**src/rtl/ysyx_23060187_idu_q.sv**
```systemverilog
// ----------------------------------------------------------------------------
// ysyx_23060187_idu_q
// Decode stage between IFU and EXU. Each RV32I (optionally RV32M) instruction
// is decoded combinationally and the result is stored in a DEPTH-entry FIFO,
// so IFU can keep fetching while EXU stalls.
//
// Ports:
//   clk, rst       clock; synchronous active-low reset
//   flush          drop every queued entry and any same-cycle input
//   in_valid/in_ready, in_inst, in_pc       IFU side (valid/ready)
//   out_valid/out_ready                     EXU side (valid/ready)
//   out_pc, out_inst, out_imm               head entry data
//   out_rs1, out_rs2, out_rd, out_fun3      fields of the head instruction
//   out_class      one-hot {illegal,system,muldiv,store,load,jump,branch,alu}
//   out_wen        rd write enable
//   count          queue occupancy
// All out_* data fields read zero while out_valid is low.
// ----------------------------------------------------------------------------
module ysyx_23060187_idu_q #(
  parameter int unsigned DEPTH    = 2,
  parameter bit          ENABLE_M = 1'b1,
  parameter int unsigned PC_W     = 32
) (
  input  logic                         clk,
  input  logic                         rst,
  input  logic                         flush,
  input  logic                         in_valid,
  output logic                         in_ready,
  input  logic [31:0]                  in_inst,
  input  logic [PC_W-1:0]              in_pc,
  output logic                         out_valid,
  input  logic                         out_ready,
  output logic [PC_W-1:0]              out_pc,
  output logic [31:0]                  out_inst,
  output logic [31:0]                  out_imm,
  output logic [4:0]                   out_rs1,
  output logic [4:0]                   out_rs2,
  output logic [4:0]                   out_rd,
  output logic [2:0]                   out_fun3,
  output logic [7:0]                   out_class,
  output logic                         out_wen,
  output logic [$clog2(DEPTH+1)-1:0]   count
);

  localparam int unsigned AW = $clog2(DEPTH);
  localparam int unsigned CW = $clog2(DEPTH+1);

  localparam logic [6:0] OPC_LUI    = 7'b0110111;
  localparam logic [6:0] OPC_AUIPC  = 7'b0010111;
  localparam logic [6:0] OPC_JAL    = 7'b1101111;
  localparam logic [6:0] OPC_JALR   = 7'b1100111;
  localparam logic [6:0] OPC_BRANCH = 7'b1100011;
  localparam logic [6:0] OPC_LOAD   = 7'b0000011;
  localparam logic [6:0] OPC_STORE  = 7'b0100011;
  localparam logic [6:0] OPC_OPIMM  = 7'b0010011;
  localparam logic [6:0] OPC_OP     = 7'b0110011;
  localparam logic [6:0] OPC_SYSTEM = 7'b1110011;

  localparam logic [7:0] CLS_ALU    = 8'h01;
  localparam logic [7:0] CLS_BRANCH = 8'h02;
  localparam logic [7:0] CLS_JUMP   = 8'h04;
  localparam logic [7:0] CLS_LOAD   = 8'h08;
  localparam logic [7:0] CLS_STORE  = 8'h10;
  localparam logic [7:0] CLS_MULDIV = 8'h20;
  localparam logic [7:0] CLS_SYSTEM = 8'h40;
  localparam logic [7:0] CLS_ILL    = 8'h80;
  // Classes that write rd: alu, jump, load, muldiv
  localparam logic [7:0] WEN_MASK   = 8'h2D;

  localparam logic [6:0] F7_ZERO = 7'b0000000;
  localparam logic [6:0] F7_ALT  = 7'b0100000;
  localparam logic [6:0] F7_MUL  = 7'b0000001;

  // Decode results
  logic [6:0]  opc_s;
  logic [2:0]  f3_s;
  logic [6:0]  f7_s;
  logic [31:0] dec_imm_s;
  logic [7:0]  dec_cls_s;
  logic        dec_ill_s;
  logic        dec_wen_s;

  // FIFO state
  logic [PC_W-1:0] pc_mem_q   [DEPTH];
  logic [31:0]     inst_mem_q [DEPTH];
  logic [31:0]     imm_mem_q  [DEPTH];
  logic [7:0]      cls_mem_q  [DEPTH];
  logic            wen_mem_q  [DEPTH];
  logic [AW-1:0]   wr_ptr_q, wr_ptr_d;
  logic [AW-1:0]   rd_ptr_q, rd_ptr_d;
  logic [CW-1:0]   count_q, count_d;
  logic            push_s;
  logic            pop_s;
  logic [31:0]     head_inst_s;

  assign opc_s = in_inst[6:0];
  assign f3_s  = in_inst[14:12];
  assign f7_s  = in_inst[31:25];

  // Instruction decode: immediate, class and legality
  always_comb begin
    dec_imm_s = 32'h0000_0000;
    dec_cls_s = 8'h00;
    dec_ill_s = 1'b0;
    case (opc_s)
      OPC_LUI, OPC_AUIPC: begin
        dec_imm_s = {in_inst[31:12], 12'h000};
        dec_cls_s = CLS_ALU;
      end
      OPC_JAL: begin
        dec_imm_s = {{11{in_inst[31]}}, in_inst[31], in_inst[19:12],
                     in_inst[20], in_inst[30:21], 1'b0};
        dec_cls_s = CLS_JUMP;
      end
      OPC_JALR: begin
        dec_imm_s = {{20{in_inst[31]}}, in_inst[31:20]};
        dec_cls_s = CLS_JUMP;
        dec_ill_s = (f3_s != 3'b000);
      end
      OPC_BRANCH: begin
        dec_imm_s = {{19{in_inst[31]}}, in_inst[31], in_inst[7],
                     in_inst[30:25], in_inst[11:8], 1'b0};
        dec_cls_s = CLS_BRANCH;
        dec_ill_s = (f3_s == 3'b010) || (f3_s == 3'b011);
      end
      OPC_LOAD: begin
        dec_imm_s = {{20{in_inst[31]}}, in_inst[31:20]};
        dec_cls_s = CLS_LOAD;
        dec_ill_s = (f3_s == 3'b011) || (f3_s == 3'b110) || (f3_s == 3'b111);
      end
      OPC_STORE: begin
        dec_imm_s = {{20{in_inst[31]}}, in_inst[31:25], in_inst[11:7]};
        dec_cls_s = CLS_STORE;
        dec_ill_s = (f3_s >= 3'b011);
      end
      OPC_OPIMM: begin
        dec_imm_s = {{20{in_inst[31]}}, in_inst[31:20]};
        dec_cls_s = CLS_ALU;
        // Shift-immediates reuse the upper immediate bits as a funct7 field
        if (f3_s == 3'b001) begin
          dec_ill_s = (f7_s != F7_ZERO);
        end else if (f3_s == 3'b101) begin
          dec_ill_s = (f7_s != F7_ZERO) && (f7_s != F7_ALT);
        end else begin
          dec_ill_s = 1'b0;
        end
      end
      OPC_OP: begin
        if (f7_s == F7_ZERO) begin
          dec_cls_s = CLS_ALU;
        end else if (f7_s == F7_MUL) begin
          dec_cls_s = CLS_MULDIV;
          dec_ill_s = !ENABLE_M;
        end else if (f7_s == F7_ALT) begin
          // Only sub and sra use the alternate funct7
          dec_cls_s = CLS_ALU;
          dec_ill_s = (f3_s != 3'b000) && (f3_s != 3'b101);
        end else begin
          dec_ill_s = 1'b1;
        end
      end
      OPC_SYSTEM: begin
        dec_imm_s = {{20{in_inst[31]}}, in_inst[31:20]};
        dec_cls_s = CLS_SYSTEM;
      end
      default: begin
        dec_ill_s = 1'b1;
      end
    endcase
    if (dec_ill_s) begin
      dec_cls_s = CLS_ILL;
    end else begin
      dec_cls_s = dec_cls_s;
    end
  end

  assign dec_wen_s = (|(dec_cls_s & WEN_MASK)) && (in_inst[11:7] != 5'd0);

  // Handshake; a full queue refuses input even if EXU pops this cycle
  assign in_ready  = rst && (count_q < CW'(DEPTH));
  assign out_valid = (count_q != {CW{1'b0}});
  assign push_s    = in_valid && in_ready && !flush;
  assign pop_s     = out_valid && out_ready && !flush;
  assign count     = count_q;

  // Pointer and occupancy next state
  always_comb begin
    wr_ptr_d = wr_ptr_q;
    rd_ptr_d = rd_ptr_q;
    count_d  = count_q;
    if (push_s) begin
      wr_ptr_d = wr_ptr_q + AW'(1);
    end else begin
      wr_ptr_d = wr_ptr_q;
    end
    if (pop_s) begin
      rd_ptr_d = rd_ptr_q + AW'(1);
    end else begin
      rd_ptr_d = rd_ptr_q;
    end
    case ({push_s, pop_s})
      2'b10:   count_d = count_q + CW'(1);
      2'b01:   count_d = count_q - CW'(1);
      default: count_d = count_q;
    endcase
  end

  // Control state: reset beats flush beats push/pop
  always_ff @(posedge clk) begin
    if (!rst) begin
      wr_ptr_q <= {AW{1'b0}};
      rd_ptr_q <= {AW{1'b0}};
      count_q  <= {CW{1'b0}};
    end else if (flush) begin
      wr_ptr_q <= {AW{1'b0}};
      rd_ptr_q <= {AW{1'b0}};
      count_q  <= {CW{1'b0}};
    end else begin
      wr_ptr_q <= wr_ptr_d;
      rd_ptr_q <= rd_ptr_d;
      count_q  <= count_d;
    end
  end

  // Entry storage; contents are only visible through out_valid, so no reset
  always_ff @(posedge clk) begin
    if (push_s) begin
      pc_mem_q[wr_ptr_q]   <= in_pc;
      inst_mem_q[wr_ptr_q] <= in_inst;
      imm_mem_q[wr_ptr_q]  <= dec_imm_s;
      cls_mem_q[wr_ptr_q]  <= dec_cls_s;
      wen_mem_q[wr_ptr_q]  <= dec_wen_s;
    end
  end

  assign head_inst_s = inst_mem_q[rd_ptr_q];

  assign out_pc    = out_valid ? pc_mem_q[rd_ptr_q]  : {PC_W{1'b0}};
  assign out_inst  = out_valid ? head_inst_s         : 32'h0000_0000;
  assign out_imm   = out_valid ? imm_mem_q[rd_ptr_q] : 32'h0000_0000;
  assign out_class = out_valid ? cls_mem_q[rd_ptr_q] : 8'h00;
  assign out_wen   = out_valid ? wen_mem_q[rd_ptr_q] : 1'b0;
  assign out_rs1   = out_valid ? head_inst_s[19:15]  : 5'd0;
  assign out_rs2   = out_valid ? head_inst_s[24:20]  : 5'd0;
  assign out_rd    = out_valid ? head_inst_s[11:7]   : 5'd0;
  assign out_fun3  = out_valid ? head_inst_s[14:12]  : 3'd0;

endmodule
```
**config.mk**
```make
export PLATFORM = sky130hd
export DESIGN_NAME = ysyx_23060187_idu_q
export DESIGN_NICKNAME = d
export VERILOG_FILES = /design/src/rtl/ysyx_23060187_idu_q.sv
export SDC_FILE = /design/constraint.sdc
export NUM_CORES = 1
export LEC_CHECK = 0
export CORE_ASPECT_RATIO = 1.4
export CORE_UTILIZATION = 51
export CTS_CLUSTER_SIZE = 24
export DETAILED_ROUTE_END_ITERATION = 12
export GPL_TIMING_DRIVEN = 0
export PLACE_DENSITY = 0.8
export SLEW_MARGIN = 40
export SYNTH_ARGS = -nofsm -noshare
export SYNTH_HDL_FRONTEND = slang
export SYNTH_SLANG_ARGS = --single-unit
export TNS_END_PERCENT = 50
```
**constraint.sdc**
```tcl
create_clock -name clk -period 9.6 [get_ports clk]
set_clock_uncertainty 0.05 [all_clocks]
set_input_delay 1.92 -clock clk [delete_from_list [all_inputs] [get_ports clk]]
set_output_delay 1.92 -clock clk [all_outputs]
set_load 0.005 [all_outputs]
```
# --- Word-level counts from Yosys, hierarchy flattened ---
# Memory sizes are Yosys's and may differ from the RTL's. A register that Yosys moved wholly into a read port is not among the register bits.
# Cells that the tools add are included.
totals:
  register_bits: 4
  mem_bits_rw: 210
  inputBits: 69
  out_inout_bits: 127
  word_cells: 96
  memories: 5
classes:
  n_addsub: 4
  magnitude_cmp: 2
  n_eq_ne: 22
  muxes: 34
  n_bitwise: 1
  reduce_logical: 25
mem_list:
  columns: ["memory", "depth", "width", "rd", "rd_clocked_by_memory_dff", "write_ports", "line", "text"]
  rows:
  - ["imm_mem_q", 2, 32, 1, 1, 1, "86", "logic [31:0] imm_mem_q [DEPTH];"]
  - ["inst_mem_q", 2, 32, 1, 1, 1, "85", "logic [31:0] inst_mem_q [DEPTH];"]
  - ["pc_mem_q", 2, 32, 1, 1, 1, "84", "logic [PC_W-1:0] pc_mem_q [DEPTH];"]
  - ["cls_mem_q", 2, 8, 1, 1, 1, "87", "logic [7:0] cls_mem_q [DEPTH];"]
  - ["wen_mem_q", 2, 1, 1, 1, 1, "88", "logic wen_mem_q [DEPTH];"]
op_table:
  columns: ["op", "count"]
  rows:
  - ["one-hot mux 32 bit (5 select lines)", 1]
  - ["2-to-1 mux 32 bit", 3]
  - ["one-hot mux 7 bit (7 select lines)", 1]
  - ["equality test 7 x 6 -> 1 bit (second input constant)", 4]
  - ["equality test 7 bit (second input constant)", 4]
  - ["2-to-1 mux 1 bit", 19]
  - ["2-to-1 mux 8 bit", 2]
  - ["2-to-1 mux 5 bit", 3]
  - ["equality test 7 x 5 -> 1 bit (second input constant)", 2]
  - ["2-to-1 mux 6 bit", 2]
  - ["OR reduction 4 bit", 3]
  - ["equality test 3 bit (second input constant)", 3]
  - ["logical AND 1 bit", 8]
  - ["equality test 7 x 1 -> 1 bit (second input constant)", 1]
  - ["equality test 7 x 2 -> 1 bit (second input constant)", 1]
  - ["zero test 7 bit", 1]
  - ["!= test 7 x 6 -> 1 bit (second input constant)", 1]
  - ["one-hot mux 1 bit (7 select lines)", 1]
  - ["nonzero test 7 bit", 1]
  - ["equality test 3 x 2 -> 1 bit (second input constant)", 2]
  - ["OR reduction 2 bit", 3]
  - ["nonzero test 5 bit", 1]
  - ["one-hot mux 2 bit (2 select lines)", 1]
  - ["nonzero test 2 bit", 2]
  - ["15 further kinds", 18]

# --- Depth between registers and ports, before layout ---
# Gate-level depths: netlist of run 1.
logic_depth:
  depth_word: 9
  mapped_depth: 9
  mapped_depth_nobuf: 8

# --- Worst setup path after synthesis of run 1 ---
# OpenSTA, ideal clock, no wires.
synth_path:
  path_type: "input port to flip-flop"
  from: "input port flush"
  to: "memory cls_mem_q[0][0], enable pin"
  setup_ps: 570
  arrival_time_ps: 6683
  t_required_ps: 8980
  slack_ps: 2298
  path_stages: 3
  n_path_buf: 0
  cell_sequence: "nand2b_1 nand2b_1 nor2_1"
synth_via:
  elab_chain_len: 4
synth_lines:
  columns: ["element", "line", "text"]
  rows:
  - ["start, declared", "26", "input logic flush,"]
  - ["zero test 1 bit", "182", "assign push_s = in_valid && in_ready && !flush;"]
  - ["logical AND 1 bit", "182", null]
  - ["2-to-1 mux 1 bit", "227", "if (push_s) begin"]
  - ["2-to-1 mux 1 bit (implied by the code)", "231", "cls_mem_q[wr_ptr_q] <= dec_cls_s;"]
  - ["end, declared", "87", null]
# Every way passes these cells.

# --- Worst setup path after layout of run 1 ---
layout_path:
  from: "register count_q[1] (netlist: count[1])"
  to: "output port out_rd[2]"
layout_via:
  elab_chain_len: 2
layout_lines:
  columns: ["element", "line", "text"]
  rows:
  - ["start, declared", "91", "logic [CW-1:0] count_q, count_d;"]
  - ["start signal, assigned", "213", "count_q <= {CW{1'b0}};"]
  - ["start signal, assigned", "217", "count_q <= {CW{1'b0}};"]
  - ["start signal, assigned", "221", "count_q <= count_d;"]
  - ["nonzero test 2 bit", "181", "assign out_valid = (count_q != {CW{1'b0}});"]
  - ["2-to-1 mux 5 bit", "245", "assign out_rd = out_valid ? head_inst_s[11:7] : 5'd0;"]
  - ["end, declared", "38", "output logic [4:0] out_rd,"]
# Every way passes these cells.

==> results of run 1 <==
[worst min-delay path, delay by kind of cell, from the launching register on]
kind	cells	cell delay [ns]
and+or+nand+nor	1	0.09
xor gates and xnor gates	1	0.08
DFF	1	0.33
[registers in the layout, indices dropped and copies added (netlist names), named ones only]
signal / count
imm_mem_q: 64
inst_mem_q: 64
pc_mem_q: 64
cls_mem_q: 16
wr_ptr_q: 1
rd_ptr_q: 1
wen_mem_q: 2
count: 2
[layout make-up]
cell class,count,area [µm²]
Buffer,51,294
Clock buffer,23,522
Clock inverter,13,176
Fill cell,1150,5160
Inverter,3,11.3
Multi-Input combinational cell,336,2290
Sequential cell,215,6410
Tap cell,236,295
Timing Repair Buffer,207,2180
[final timing paths]
path              startpoint         to  slack [ns]
setup / recovery    count[1]  out_rd[2]        4.44
hold / removal      rd_ptr_q  flip-flop        0.48
setup reg to reg    count[1]   count[1]        7.41
hold reg to reg     rd_ptr_q  flip-flop        0.48
[logic make-up after synthesis]
group,count (synthesis)
DFF,215
adders and majority gates,1
xor gates and xnor gates,6
AOI/OAI and AO/OA,43
and+or+nand+nor,181
buffers and inverters,54
muxes,105
[Yosys cell counts, types with 2 or more instances]
library cell	count
a211o_1	2
a21o_1	19
a21oi_1	5
a22o_1	5
a32oi_1	2
and2_1	8
buf_1	6
buf_2	13
buf_4	19
buf_6	2
clkbuf_1	11
dfxtp_1	5
edfxtp_1	210
inv_1	3
mux2i_1	105
nand2_1	9
nand2b_1	7
nand3_1	3
nor2_1	123
nor2b_1	3
nor3_1	12
nor4_1	2
o21ai_0	2
or3_1	2
xnor2_1	3
xor2_1	3
[power by group through the flow]
| stage | Clock (mW) | Sequential, mW | Combinational (mW) |
|---|---|---|---|
| finish | 0.824 | 1.05 | 0.124 |
| floorplan | 0 | 1.07 | 0.0452 |
| detailed placement | 0 | 1.07 | 0.124 |
| global placement | 0 | 1.07 | 0.114 |
| global route | 0.873 | 1.05 | 0.134 |
| CTS | 0.839 | 1.05 | 0.125 |
[metal layers]
layer / vias to the layer above / track usage, % / routed length [µm] / part of all wire, %
met3: 35 / 4.04 / 1140 / 5.7
met1: 2746 / 25.6 / 7480 / 37
li1: 2659 / - / - / -
met4: 0 / 7.50 / 442 / 2.2
met5: - / 0 / 0 / 0
met2: 200 / 42.1 / 10900 / 55
[metrics by stage]
stage / setup WS, ns / TNS (ns)
CTS: 4.38 / 0
detailed placement: 4.59 / 0
floorplan: 2.30 / 0
global route: 4.22 / 0
finish: 4.44 / 0
global placement: -0.132 / -24.99
==> flow_summary_export.csv, run 1 <==
group,metric,value,unit
synth,synth_top_family_by_area,"multiplexers",
job,maxCapViolations,0,
finish,syn2layout_area_growth,35.5,%
timing,min_period,5.16,ns
floorplanning,fp.coreArea,17300,µm²
worst_hold_path,hold_depth,2,
pwr,power_density,164,nW/µm²
worst_setup_path,path_class,"reg -> out",
route,vias,5640,
finish,antennaDiodeCount,0,
worst_setup_path,crit_fanout,10,
cts,cts.sinks,215,
pwr,leakage,4.14,nW
floorplanning,dieArea,18200,µm²
cts,cts_root_buffer,"clkbuf_16",
synth,synth_cell_type_count,47,
pwr,combPwrFrac,6.2,%
cts,h-tree-depth,1,
placement,place_hpwl,14600,µm
pwr,p_total,2.00,mW
synth,synth_top_cell_by_area,"edfxtp_1",
route,firstDrtPassIters,4,
synth,synth_area,8980,µm²
finish,nNetsFinal,904,
pwr,pwr-share-clk,41.2,%
timing,grt_setup_unrepaired,"false",
cts,clock_path_buffers,3,
worst_setup_path,r2r_cells,7,
timing,setup_viol,0,
global_route,grt_pass1_wl,31500,µm
synth,yosys-top-cells-area,"edfxtp_1 (70%), mux2i_1 (12%), nor2_1 (5.1%)",
placement,gp_congestion,0.857,
cts,cts_tree,"built",
synth,synthMuxAreaShare,11.7,%
floorplanning,initial_core_util,51.8,%
global_route,track_usage,22.6,%
timing,worst_hold_slack,0.484,ns
worst_setup_path,critPathArrivalTime,3.19,ns
route,wirelength,20000,µm
cts,cts.clk_slew.worst_paths,0.06,ns
global_route,grt_pass1_vias,5974,
route,drt_iter0_drc,337,
route,vias_per_cell,5.20,
pwr,intPower,1.61,mW
worst_hold_path,hp-class,"reg -> reg",
cts,clkLatencyLatePin,0.48,ns
cts,cts_buffers,20,
finish,utilization,70.2,%
route,wl_per_cell,18.4,µm
global_route,grt_start_max_net_pins,22,
worst_setup_path,start_kind,"flip-flop",
global_route,grt_overflow,0,
pwr,switching_share,19.4,%
synth,synth.top_cell.area_share,70.2,%
worst_setup_path,crit_required,7.63,ns
timing,worst_slew_margin_rel,51.8,%
synth,ys_warn_count,0,
synth,synthAdderAreaFrac,0.139,%
timing,hold_viol_final,0,
finish,final_cell_area,12200,µm²
synth,synth-seq-area-share,71.3,%
timing,fmax,0.194,GHz
pwr,seq_power_share,52.6,%
timing,fin_crit_sh,53.8,%
worst_setup_path,crit_family,"buffers and inverters",
finish,layout_commonest_cell,"edfxtp_1",
placement,place_area,11500,µm²
global_route,antenna_found_initial,0,
worst_setup_path,worstPathCellList,"nor2_1 > clkbuf_1 > buf_1 > nor2_1 > buf_4 > clkdlybuf4s50_1",
route,antenna_left,0,
placement,post-place-cells,1048,
timing,maxSlewViolCount,0,
cts,holdBufCountCts,0,
floorplanning,rows,57,
floorplanning,chipWidth,114,µm
pwr,ir_drop,125,µV
worst_setup_path,max_stage_delay,0.62,ns
timing,worst_pin_slew,0.724,ns
cts,cts_resized,0,
worst_setup_path,end_kind,"output port",
synth,synth_compound_area_share,3.64,%
synth,synthesis.nets,675,
route,drc,0,
synth,synth_xor_xnor_area_share,0.585,%
synth,synthSimpleGateAreaFrac,9.22,%
synth,async_flop_share,0,%
pwr,netSwitchingPower,0.389,mW
finish,layout_common_cells,"edfxtp_1 (210), clkdlybuf4s50_1 (195), nor2_1 (121), mux2i_1 (105), clkbuf_16 (20)",
worst_setup_path,cpMaxStageDelayCell,"clkbuf_1",
placement,portBuffers,195,
cts,cts_setup_buffers,0,
finish,stdcell_count,1084,
synth,syn_inst,605,
floorplanning,die_y,159,µm
synth,synth_edf_count,210,
worst_setup_path,cp.depth,6,
floorplanning,io_pins,196,
synth,avgSynthCellArea,14.8,µm²
worst_setup_path,path_buf_inv,4,
run_status,status,"complete, no violations",
finish,drive_gt1_share,10.4,%
synth,synth-seq-cells,215,
synth,ys.flop_type,"edfxtp_1",
worst_setup_path,cpMostUsedCell,"nor2_1",
(Power assumes the default switching activity.)
==> run 2: changes to the inputs <==
clock period = 4.9 ns   (was 9.6 ns; I/O delays follow)
==> results of run 2 <==
The final DEF is identical to that of run 1. Status: complete, no violations.
Main changes from that run: setup slack after placement 4.59 ns -> 1.15 ns; setup slack after layout 4.44 ns -> 0.675 ns; register-to-register setup slack 7.41 ns -> 2.71 ns; total power 2.00 mW -> 3.92 mW; worst IR drop on VDD 125 µV -> 244 µV
==> run 3: changes to the inputs <==
RECOVER_POWER = 50   (was not set)
==> run 3 against run 2 <==
The flow now finishes with violations (design-rule violations). Cell count hardly changed. Final area fell by 0.95%. Count of clock-buffer cells in the layout unchanged. Sequential share of layout area increased by 0.50 points. Non-clock buffer count unchanged. Via count is 0.34% higher. Die area is the same. Clock power about the same. Critical endpoint unchanged. Highest routed layer unchanged.
==> flow_summary_export.csv, run 3 (synthesis results as in run 1) <==
group,metric,value,unit
cts,cts.clk_slew.worst_paths,0.06,ns
floorplanning,die_y,159,µm
cts,cts_resized,0,
timing,hold_viol_final,0,
route,wl_per_cell,18.4,µm
pwr,netSwitchingPower,0.761,mW
finish,reg.largest.list,"imm_mem_q (64), inst_mem_q (64), pc_mem_q (64)",
placement,portBuffers,195,
finish,syn2layout_area_growth,34.2,%
cts,clock_path_buffers,3,
pwr,pwr-share-clk,41.4,%
route,drc,2,
floorplanning,io_pins,196,
cts,cts_buffers,20,
cts,h-tree-depth,1,
timing,worst_slew_margin_rel,17.7,%
finish,layout_commonest_cell,"edfxtp_1",
global_route,track_usage,22.6,%
timing,fmax,0.237,GHz
cts,holdBufCountCts,0,
floorplanning,chipWidth,114,µm
route,antenna_left,0,
cts,clkLatencyLatePin,0.48,ns
placement,place_area,11500,µm²
finish,utilization,69.6,%
route,vias_per_cell,5.22,
floorplanning,fp.coreArea,17300,µm²
global_route,antenna_found_initial,1,
worst_setup_path,crit_fanout,10,
timing,setup_viol,0,
placement,post-place-cells,1048,
finish,layout_common_cells,"edfxtp_1 (210), clkdlybuf4s50_1 (128), nor2_1 (124), mux2i_1 (105), dlygate4sd3_1 (67)",
route,firstDrtPassIters,8,
route,vias,5659,
cts,cts_setup_buffers,0,
finish,nNetsFinal,904,
pwr,leakage,4.10,nW
job,maxCapViolations,0,
global_route,grt_pass1_vias,5974,
global_route,grt_overflow,0,
floorplanning,initial_core_util,51.8,%
pwr,combPwrFrac,5.8,%
pwr,intPower,3.14,mW
floorplanning,dieArea,18200,µm²
route,drt_iter0_drc,287,
finish,final_cell_area,12100,µm²
global_route,grt_pass1_wl,31500,µm
finish,drive_gt1_share,8.96,%
worst_setup_path,end_kind,"output port",
cts,cts_tree,"built",
timing,grt_setup_unrepaired,"false",
run_status,status,"finished, violations left",
route,wirelength,20000,µm
pwr,ir_drop,242,µV
timing,worst_pin_slew,1.24,ns
cts,cts.sinks,215,
worst_setup_path,crit_required,3.87,ns
floorplanning,rows,57,
timing,min_period,4.22,ns
timing,fin_crit_sh,86.1,%
placement,place_hpwl,14600,µm
placement,gp_congestion,0.857,
worst_setup_path,path_class,"reg -> out",
pwr,switching_share,19.5,%
worst_setup_path,critPathArrivalTime,3.19,ns
worst_hold_path,hp-class,"reg -> reg",
run_status,failed_checks,"design-rule violations",
timing,maxSlewViolCount,0,
worst_setup_path,start_kind,"flip-flop",
timing,worst_hold_slack,0.488,ns
timing,setup_tns,0,ns
cts,cts_root_buffer,"clkbuf_16",
pwr,power_density,324,nW/µm²
finish,stdcell_count,1085,
pwr,seq_power_share,52.8,%
global_route,grt_start_max_net_pins,22,
-- run 3: cell count changes in the layout (fill, tap and decap cells not counted), moves of 4 or more --
cell	before	now
and2_1	8	1
dlygate4sd3_1	0	67
clkdlybuf4s50_1	195	128
clkbuf_1	13	21
and2_0	0	7
buf_8	8	4
-- run 3: final timing paths --
kind                                from              end  slack (ns)  cells past startpoint
worst max-delay path            count[0]        out_rd[2]        0.68                      6
worst min register to register  rd_ptr_q        flip-flop        0.49                      2
worst max register to register  count[1]  pc_mem_q[0][26]        1.52                      5
worst min-delay path            rd_ptr_q        flip-flop        0.49                      2
-- run 3: critical path: stages (launching register included) --
cell	delay [ns]
dfxtp_1	0.35
nor2_1	0.55
clkbuf_1	0.63
buf_1	0.41
nor2_1	0.17
buf_4	0.17
clkdlybuf4s50_1	0.43
-- run 3: layer usage --
metal  share of wire [%]  track usage, %
met1                  37            25.6
met2                  54            42.1
met5                   0               0
met3                 6.1            4.04
met4                 2.4            7.50
-- run 3: metrics by stage --
stage	worst slack [ns]	power, mW
3_3_place_gp	-3.89	2.33
2_1_floorplan	-1.46	2.19
4_1_cts	0.616	3.95
5_1_grt	0.459	4.02
6_report	0.682	3.90
3_5_place_dp	1.15	2.34
-- run 3: area by class of cell --
| class | instances | area (µm²) |
|---|---|---|
| flip-flops and latches | 215 | 6410 |
| fillers | 1169 | 5270 |
| multi-input cells | 336 | 2260 |
| repair buffers | 207 | 2090 |
| clock buffers | 23 | 522 |
| well taps | 236 | 295 |
| plain buffers | 51 | 292 |
| clock inverters | 13 | 176 |
| inverters | 3 | 11.3 |
| diodes | 1 | 2.50 |
-- run 3: power by group through the flow --
stage / clock, mW / sequential [mW] / combinational, mW
2_1_floorplan: 0 / 2.10 / 0.0885
3_3_place_gp: 0 / 2.11 / 0.224
3_5_place_dp: 0 / 2.10 / 0.243
4_1_cts: 1.64 / 2.06 / 0.245
5_1_grt: 1.71 / 2.06 / 0.246
6_report: 1.62 / 2.06 / 0.227
